[src/rtl/sprite_list_writer.sv]
// sprite_list_writer
//   Writer side of the sprite RAM. It takes whole sprite records over a
//   valid/ready stream and writes each one as four bytes: VPOS, IDX, EXT,
//   HPOS. When the list ends, it blanks every remaining slot (BLANK_VPOS, 0,
//   0, 0). Bytes are written only while wr_window is open.
//
//   Ports
//     master_clk, reset      : clock, synchronous active-high reset
//     frame_start            : restart the list (aborts any record in flight)
//     list_end               : list complete, blank the remaining slots
//     wr_window              : sprite RAM may be written this cycle
//     in_valid / in_ready    : record handshake
//     in_vpos/idx/ext/hpos   : record fields
//     spr_addr/data/we       : sprite RAM CPU-side byte write port
//     sprite_count           : records written since frame_start
//     busy                   : registered, high while writing or clearing
//     overflow               : sticky, record offered while list full
module sprite_list_writer #(
    parameter logic [10:0] BASE_ADDR  = 11'h000,
    parameter int          N_SPRITES  = 128,
    parameter logic [7:0]  BLANK_VPOS = 8'hF8
) (
    input  logic        master_clk,
    input  logic        reset,
    input  logic        frame_start,
    input  logic        list_end,
    input  logic        wr_window,
    input  logic        in_valid,
    output logic        in_ready,
    input  logic [7:0]  in_vpos,
    input  logic [7:0]  in_idx,
    input  logic [7:0]  in_ext,
    input  logic [7:0]  in_hpos,
    output logic [10:0] spr_addr,
    output logic [7:0]  spr_data,
    output logic        spr_we,
    output logic [9:0]  sprite_count,
    output logic        busy,
    output logic        overflow
);

    typedef enum logic [1:0] {S_IDLE, S_WRITE, S_CLEAR, S_DONE} state_t;

    localparam logic [9:0] N_CNT     = 10'(N_SPRITES);
    localparam logic [9:0] LAST_SLOT = 10'(N_SPRITES - 1);

    state_t          state, next_state;
    logic [3:0][7:0] rec;          // [0]=VPOS [1]=IDX [2]=EXT [3]=HPOS
    logic [1:0]      byte_idx;
    logic [9:0]      clr_slot;
    logic            pend_end;
    logic [10:0]     last_addr, cur_addr;
    logic [7:0]      last_data, cur_data;
    logic [9:0]      cur_slot;

    logic list_full, hs, accept, discard, last_byte, end_req;

    assign list_full = (sprite_count == N_CNT);
    assign hs        = in_valid & in_ready;
    assign accept    = hs & ~list_full;
    // A record offered to a full list is handshaken and thrown away.
    assign discard   = hs & list_full;
    assign last_byte = spr_we & (byte_idx == 2'd3);
    assign end_req   = list_end | pend_end;

    // State register
    always_ff @(posedge master_clk) begin
        if (reset) state <= S_IDLE;
        else       state <= next_state;
    end

    // Next-state logic
    always_comb begin
        next_state = state;
        case (state)
            S_IDLE: begin
                if (accept)       next_state = S_WRITE;
                else if (end_req) next_state = list_full ? S_DONE : S_CLEAR;
            end
            S_WRITE: begin
                // A pending end goes straight to CLEAR after the last byte.
                if (last_byte && end_req)
                    next_state = (sprite_count == LAST_SLOT) ? S_DONE : S_CLEAR;
                else if (last_byte)
                    next_state = S_IDLE;
            end
            S_CLEAR: begin
                if (last_byte && clr_slot == LAST_SLOT) next_state = S_DONE;
            end
            S_DONE:  next_state = S_DONE;
            default: next_state = S_IDLE;
        endcase
        if (frame_start) next_state = S_IDLE;
    end

    // Outputs: strobes are combinational gates on the registered state so a
    // closing window stops the write in the same cycle.
    always_comb begin
        in_ready = ~reset & ~frame_start & (state == S_IDLE) & wr_window &
                   (~list_full | in_valid);
        spr_we   = ~reset & ~frame_start & wr_window &
                   ((state == S_WRITE) | (state == S_CLEAR));
        cur_slot = (state == S_CLEAR) ? clr_slot : sprite_count;
        cur_addr = BASE_ADDR + {cur_slot[8:0], 2'b00} + {9'd0, byte_idx};
        if (state == S_CLEAR) cur_data = (byte_idx == 2'd0) ? BLANK_VPOS : 8'h00;
        else                  cur_data = rec[byte_idx];
        spr_addr = spr_we ? cur_addr : last_addr;
        spr_data = spr_we ? cur_data : last_data;
    end

    // Datapath
    always_ff @(posedge master_clk) begin
        if (reset) begin
            sprite_count <= '0;
            overflow     <= 1'b0;
            pend_end     <= 1'b0;
            byte_idx     <= '0;
            clr_slot     <= '0;
            rec          <= '0;
            busy         <= 1'b0;
            last_addr    <= BASE_ADDR;
            last_data    <= 8'h00;
        end else begin
            busy <= (next_state == S_WRITE) | (next_state == S_CLEAR);
            if (spr_we) begin
                last_addr <= cur_addr;
                last_data <= cur_data;
            end
            if (frame_start) begin
                sprite_count <= '0;
                overflow     <= 1'b0;
                pend_end     <= 1'b0;
                byte_idx     <= '0;
            end else begin
                if (accept) begin
                    rec      <= {in_hpos, in_ext, in_idx, in_vpos};
                    byte_idx <= '0;
                end
                if (discard) overflow <= 1'b1;
                if (spr_we)  byte_idx <= byte_idx + 2'd1;
                if (state == S_WRITE && last_byte) sprite_count <= sprite_count + 10'd1;
                if (state == S_CLEAR && last_byte) clr_slot <= clr_slot + 10'd1;
                // Blanking starts at the first unused slot; from WRITE the
                // count has not yet been bumped for the record just finished.
                if (state != S_CLEAR && next_state == S_CLEAR) begin
                    clr_slot <= (state == S_WRITE) ? sprite_count + 10'd1 : sprite_count;
                    byte_idx <= '0;
                end
                if ((next_state == S_CLEAR || next_state == S_DONE) &&
                    state != S_CLEAR && state != S_DONE)
                    pend_end <= 1'b0;
                else if (list_end && (state == S_WRITE || accept))
                    pend_end <= 1'b1;
            end
        end
    end

endmodule

[config.mk]
export PLATFORM = sky130hd
export DESIGN_NAME = sprite_list_writer
export DESIGN_NICKNAME = d
export VERILOG_FILES = /design/src/rtl/sprite_list_writer.sv
export SDC_FILE = /design/constraint.sdc
export NUM_CORES = 1
export LEC_CHECK = 0
export CAP_MARGIN = 5
export CORE_AREA = 4 4 89 91
export DETAILED_ROUTE_END_ITERATION = 12
export DIE_AREA = 0 0 93 95
export GPL_ROUTABILITY_DRIVEN = 0
export PLACE_DENSITY = 0.84
export SYNTH_ARGS = -nofsm -noshare
export SYNTH_HDL_FRONTEND = slang
export SYNTH_SLANG_ARGS = --single-unit
[constraint.sdc]
create_clock -name master_clk -period 5.17 [get_ports master_clk]
set_clock_uncertainty 0.05 [all_clocks]
set_input_delay 1.034 -clock master_clk [delete_from_list [all_inputs] [get_ports master_clk]]
set_output_delay 1.034 -clock master_clk [all_outputs]
set_load 0.02 [all_outputs]
Yosys cells after proc, flatten, opt, wreduce, memory -nomap -nowiden
Cells that the tools add are included.
{ "totals": {"ff_bits": 78, "input_bits": 38, "out_inout_bits": 33} }
{ "classes": {"n_addsub": 4, "order_cmp": 1, "eq_ne": 12, "n_mux": 21, "n_bitwise": 17, "reduce_logical": 19} }
{ "op_table": {"columns": ["op", "count"], "rows": [
  ["two-way mux 8 bit", 4],
  ["two-way mux 10 bit", 3],
  ["adder 10 x 1 -> 10 bit, second input constant", 2],
  ["equality test 10 x 7 -> 1 bit, second input constant", 2],
  ["binary-select mux 8 bit (select 2 bit)", 1],
  ["two-way mux 2 bit", 8],
  ["adder 11 x 2 -> 11 bit", 1],
  ["two-way mux 11 bit", 1],
  ["AND 1 bit", 10],
  ["equality test 10 x 8 -> 1 bit, second input constant", 1],
  ["equality test 2 bit, second input constant", 5],
  ["two-way mux 9 bit", 1],
  ["logical AND 1 bit", 8],
  ["case mux 2 bit (4 select lines)", 1],
  ["OR reduction 3 bit", 2],
  ["equality test 2 x 1 -> 1 bit, second input constant", 2],
  ["zero test 2 bit", 2],
  ["inequality test 2 bit, second input constant", 2],
  ["bitwise OR 1 bit", 4],
  ["AND reduction 2 bit", 2],
  ["nonzero test 2 bit", 2],
  ["< comparator 2 x 3 -> 1 bit, second input constant", 1],
  ["inverter 1 bit", 3],
  ["adder 2 x 1 -> 2 bit, second input constant", 1],
  ["3 further kinds", 5]
]} }

Depth between registers and ports, before layout
{ "depth": {"ltp_word": 15, "ltp_mapped": 16} }

Worst setup path before layout
Ideal clock, no wire load.
{ "synth_timing": {"kind": "in2reg", "startpoint": "input reset", "endpoint": "register clr_slot[5]", "setup_time_ns": 0.086, "arrival_time_ns": 3.269, "required_time_ns": 5.034, "slack_ns": 1.766, "path_stages": 14, "n_path_buf": 1, "path_cell_list": "nor2_4 > nand3_2 > inv_2 > nand2_1 > a21o_1 > a211oi_1 > or3_1 > ha_1 > nor3b_2 > a31oi_1 > buf_2 > nor3_1 > a21oi_1 > a211oi_1"} }
{ "synth_between": {"elab_chain_len": 14, "word_cells_on_any_way": 24, "cone_classes": "1 x eq/ne; 7 x mux; 10 x bitwise; 6 x reduce/logical"} }
{ "synth_lines": {"columns": ["element", "line", "rtl"], "rows": [
  ["start, declared", "24", "input logic reset,"],
  ["inverter 1 bit", "99, 101", null],
  ["AND 1 bit", "99, 101", null],
  ["AND 1 bit (3 in series)", "99", "in_ready = ~reset & ~frame_start & (state == S_IDLE) & wr_window &"],
  ["AND 1 bit", "59", "assign hs = in_valid & in_ready;"],
  ["AND 1 bit", "60", "assign accept = hs & ~list_full;"],
  ["two-way mux 2 bit", "77", "if (accept) next_state = S_WRITE;"],
  ["case mux 2 bit (4 select lines)", "75", "case (state)"],
  ["two-way mux 2 bit", "93", "if (frame_start) next_state = S_IDLE;"],
  ["equality test 2 bit", "145", "if (state != S_CLEAR && next_state == S_CLEAR) begin"],
  ["logical AND 1 bit", "145", null],
  ["nonzero test 2 bit (no line)", null, null],
  ["AND reduction 2 bit (no line)", null, null],
  ["end signal, assigned", "142", "if (state == S_CLEAR && last_byte) clr_slot <= clr_slot + 10'd1;"],
  ["end signal, assigned", "146", "clr_slot <= (state == S_WRITE) ? sprite_count + 10'd1 : sprite_count;"],
  ["end, declared", "50", "logic [9:0] clr_slot;"]
]} }
Several ways; a longest one is shown, not always the timed one.
A chain may end at the register's enable or synchronous reset.

Worst setup path in the final report
{ "layout_timing": {"startpoint": "input frame_start", "endpoint": "register clr_slot[5]"} }
{ "layout_between": {"elab_chain_len": 14, "word_cells_on_any_way": 24, "cone_classes": "1 x eq/ne; 7 x mux; 10 x bitwise; 6 x reduce/logical"} }
{ "layout_lines": {"columns": ["element", "line", "rtl"], "rows": [
  ["start, declared", "25", "input logic frame_start,"],
  ["inverter 1 bit (no line)", null, null],
  ["AND 1 bit", "99, 101", null],
  ["AND 1 bit (3 in series)", "99", null],
  ["AND 1 bit", "59", null],
  ["AND 1 bit", "60", null],
  ["two-way mux 2 bit", "77", null],
  ["case mux 2 bit (4 select lines)", "75", null],
  ["two-way mux 2 bit", "93", null],
  ["equality test 2 bit", "145", null],
  ["logical AND 1 bit", "145", null],
  ["nonzero test 2 bit (no line)", null, null],
  ["AND reduction 2 bit (no line)", null, null]
]} }
Several ways; a longest one is shown, not always the timed one.

==> impl_results.md <==
- Status: completed
- Final nets: 572
- Via count: 3559
- Core region area: 7137 µm²
- Total grt overflow: 0
- Initial antenna violation count: 0
- Number of port buffers: 70
- Leak pwr: 1.649 nW
- CP required: 5330 ps
- Area contributors post-synth: dfxtp_1 39%, nand2_1 7.7%, a21oi_1 6.4%
- Max-slew headroom: 0.3586
- Routed len/inst: 15.35 µm
- Multi-input gate area: 2185 µm²
- Commonest cells in the netlist: 81 x nand2_1, 78 x dfxtp_1, 51 x a21oi_1
- Top FF cell, synth: dfxtp_1
- CTS max path bufs: 2
- Maxcap violations: 0
- Share of cells above drive strength 1: 0.07400
- Filler cells: 587
- Post-DP HPWL: 6947 µm
- Vias in the first global route: 3456
- Critical path type: primary input to flip-flop
- Slowest CP cell: a31oi_1
- Final core occ: 0.6750
- Power Dens Cells: 246.1 nW/µm²
- Tmin final: 4649 ps
- Router iterations before antenna repair: 5
- Vias per cell: 5.685
- Post-synth top area share: 0.3943
- Worst-path clk slew: 90 ps
- Worst Path Arrival: 4810 ps
- Netlist Area Pre-Place: 3960 µm²
- Synthesized flop and latch total: 78
- Dpl cells: 610
- Post-Place Worst Slack: 260.5 ps
- Post-route setup TNS: 0 ps
- Hold path start: rec[1]
- Worst Hold Class: flip-flop to flip-flop
- Launch point of the critical path: frame_start
- CP Capture Type: flip-flop
- Clock group share of total power: 0.356
- R2R Path End: clr_slot[5]
- CP endpoint: clr_slot[5]
- Final slew viol count: 0
- Placed cell area: 4637 µm²
- Area leader, netlist: dfxtp_1
- Hold slack final: 409.4 ps
- DIE AREA: 8835 µm²
- R2r setup slk: 1030 ps
- Layout Cells excl Fill: 626
- Layout Area Growth over Synthesis: 21.64%
- Largest net degree at the start of global routing: 67
- Hold buffers post-CTS: 0
- Mean Syn Cell Area: 8.372 µm²
- Critical Path Start Type: primary input
- Setup repair bufs after CTS: 0
- DRC violations left: 0
- Routed WL: 9609 µm
- Worst skew pair latency: 360 ps
- Synth Warn #: 0
- RSZ-0062 raised after global routing: false
- Cell mode on critical path: a211oi_1
- Clock root buffer: clkbuf_8
- Total Power: 1.185 mW
- Initial core utilization: 0.5549
- Sequential-to-total area share from yosys stat: 0.3943
- Mapped Cells: 473
- Logic pwr share: 0.120
- CTS tree: built
- Fraction of registers with async set/reset: 0
- Synth Net Count: 523
- Htree depth: 3
- Worst flop-to-flop path startpoint: state[1]
- Cts repair resizes: 0
- Slew @ Worst Pin: 957.6 ps
- Top-count cell post-synth: nand2_1
- P_sw: 325.9 µW
- Die Span X: 93 µm
- Setup violators final: 0
- Tot GR Track Use: 0.2208
- Post-route cell area: 4817 µm²
- Iter 0 DRT Violations: 236
- Chip Height: 95 µm
- Period utilisation layout: 0.8992
- Max Clock Freq: 0.2151 GHz
- FF/Latch Area: 1562 µm²
- Final ANT Viol Nets: 0
- Hold Vio Cnt, Final: 0
- Worst vdd ir: 0.0001441 V
- Row count: 31
- Synth unique cells: 50
- CTS Buf Count: 9
- Sw Ratio: 0.2749
- Antenna cells: 0
- I/O pin cnt: 71
- First-pass GRT wire length: 15650 µm
- Worst Path Max Fanout: 11
- Crit-path max cell delay: 740 ps
- Final worst slack: 520.9 ps
- Worst-path cell chain: clkdlybuf4s50_1 -> nor2_4 -> nand3_2 -> inv_2 -> nand4_1 -> o31ai_1 -> a211oi_1 -> or3_1 -> ha_1 -> nor3b_2 -> a31oi_1 -> nor3_1 -> a21oi_1 -> a211oi_1
- Int Power: 859.5 µW
- CTS Sinks: 78
- Flop pwr share: 0.524
- Number of flops mapped to enable cells by yosys: 0
- R2R cell count: 13
## layer usage
layer  vias to the layer above  share of wire  GRT usage
li1                       1732              -          -
met1                      1677           0.41     0.2644
met2                       128           0.50     0.3779
met3                        22          0.058    0.03825
met4                         0          0.031     0.1184
met5                         -              0          0
## critical path, delay by kind of cell
family          cells  cell delay, ps
simple gates        6            1320
buf+inv             2             760
fa+ha+maj           1             250
compound gates      5            1430
## power by group through the flow
stage	Combinational, mW	Sequential [mW]	Clock (mW)
2_1_floorplan	0.0832	0.634	0
3_3_place_gp	0.138	0.634	0
3_5_place_dp	0.141	0.635	0
4_1_cts	0.142	0.621	0.428
5_1_grt	0.153	0.623	0.449
6_report	0.142	0.621	0.422
## registers in the layout, summed over array words and instances (netlist names)
| signal | count |
|---|---|
| state | 2 |
| rec | 32 |
| overflow | 1 |
| clr_slot | 10 |
| last_addr | 11 |
| last_data | 8 |
| busy | 1 |
| sprite_count | 10 |
| pend_end | 1 |
| byte_idx | 2 |
## logic make-up (layout without fill, tap and decap cells)
group	after synthesis	count (layout)	share of synthesized area
buf+inv	46	100	0.05466
mux	18	18	0.07077
compound gates	89	89	0.1400
flops	78	78	0.3943
xor+xnor	15	15	0.03318
fa+ha+maj	12	12	0.03791
simple gates	215	215	0.2692
## placed cells by master (no fill, tap or decap), types with 4 or more instances in the layout
master	n
o22a_1	5
nand4_1	8
clkbuf_8	9
xor2_1	9
buf_4	5
mux2i_1	10
xnor2_1	6
nor4_1	4
nor2b_1	28
nand3_1	12
nand2_1	81
clkdlybuf4s50_1	69
a211oi_1	4
nand2b_1	4
or3_1	5
mux4_2	8
ha_1	12
and3_1	5
o21ai_0	8
nor3_1	14
inv_1	8
a21oi_1	51
dfxtp_1	78
nor2_1	38
## final cells by class
class                           instances  share of cell area
Clock inverter                          7             0.01169
Timing Repair Buffer                   75              0.1522
Clock buffer                            9             0.02571
Multi-Input combinational cell        349              0.4535
Tap cell                               99             0.02571
Sequential cell                        78              0.3242
Inverter                                9            0.007013
## how the worst min path moves through the flow
| stage | end | slack (ps) | depth (start not counted) |
|---|---|---|---|
| 2_1_floorplan | rec[10] | 380 | 2 |
| 3_3_place_gp | rec[1] | 390 | 2 |
| 3_5_place_dp | rec[1] | 400 | 2 |
| 4_1_cts | rec[1] | 410 | 2 |
| 5_1_grt | rec[25] | 430 | 2 |
| 6_report | rec[1] | 410 | 2 |
No activity file was read; power rests on OpenSTA's default activity.
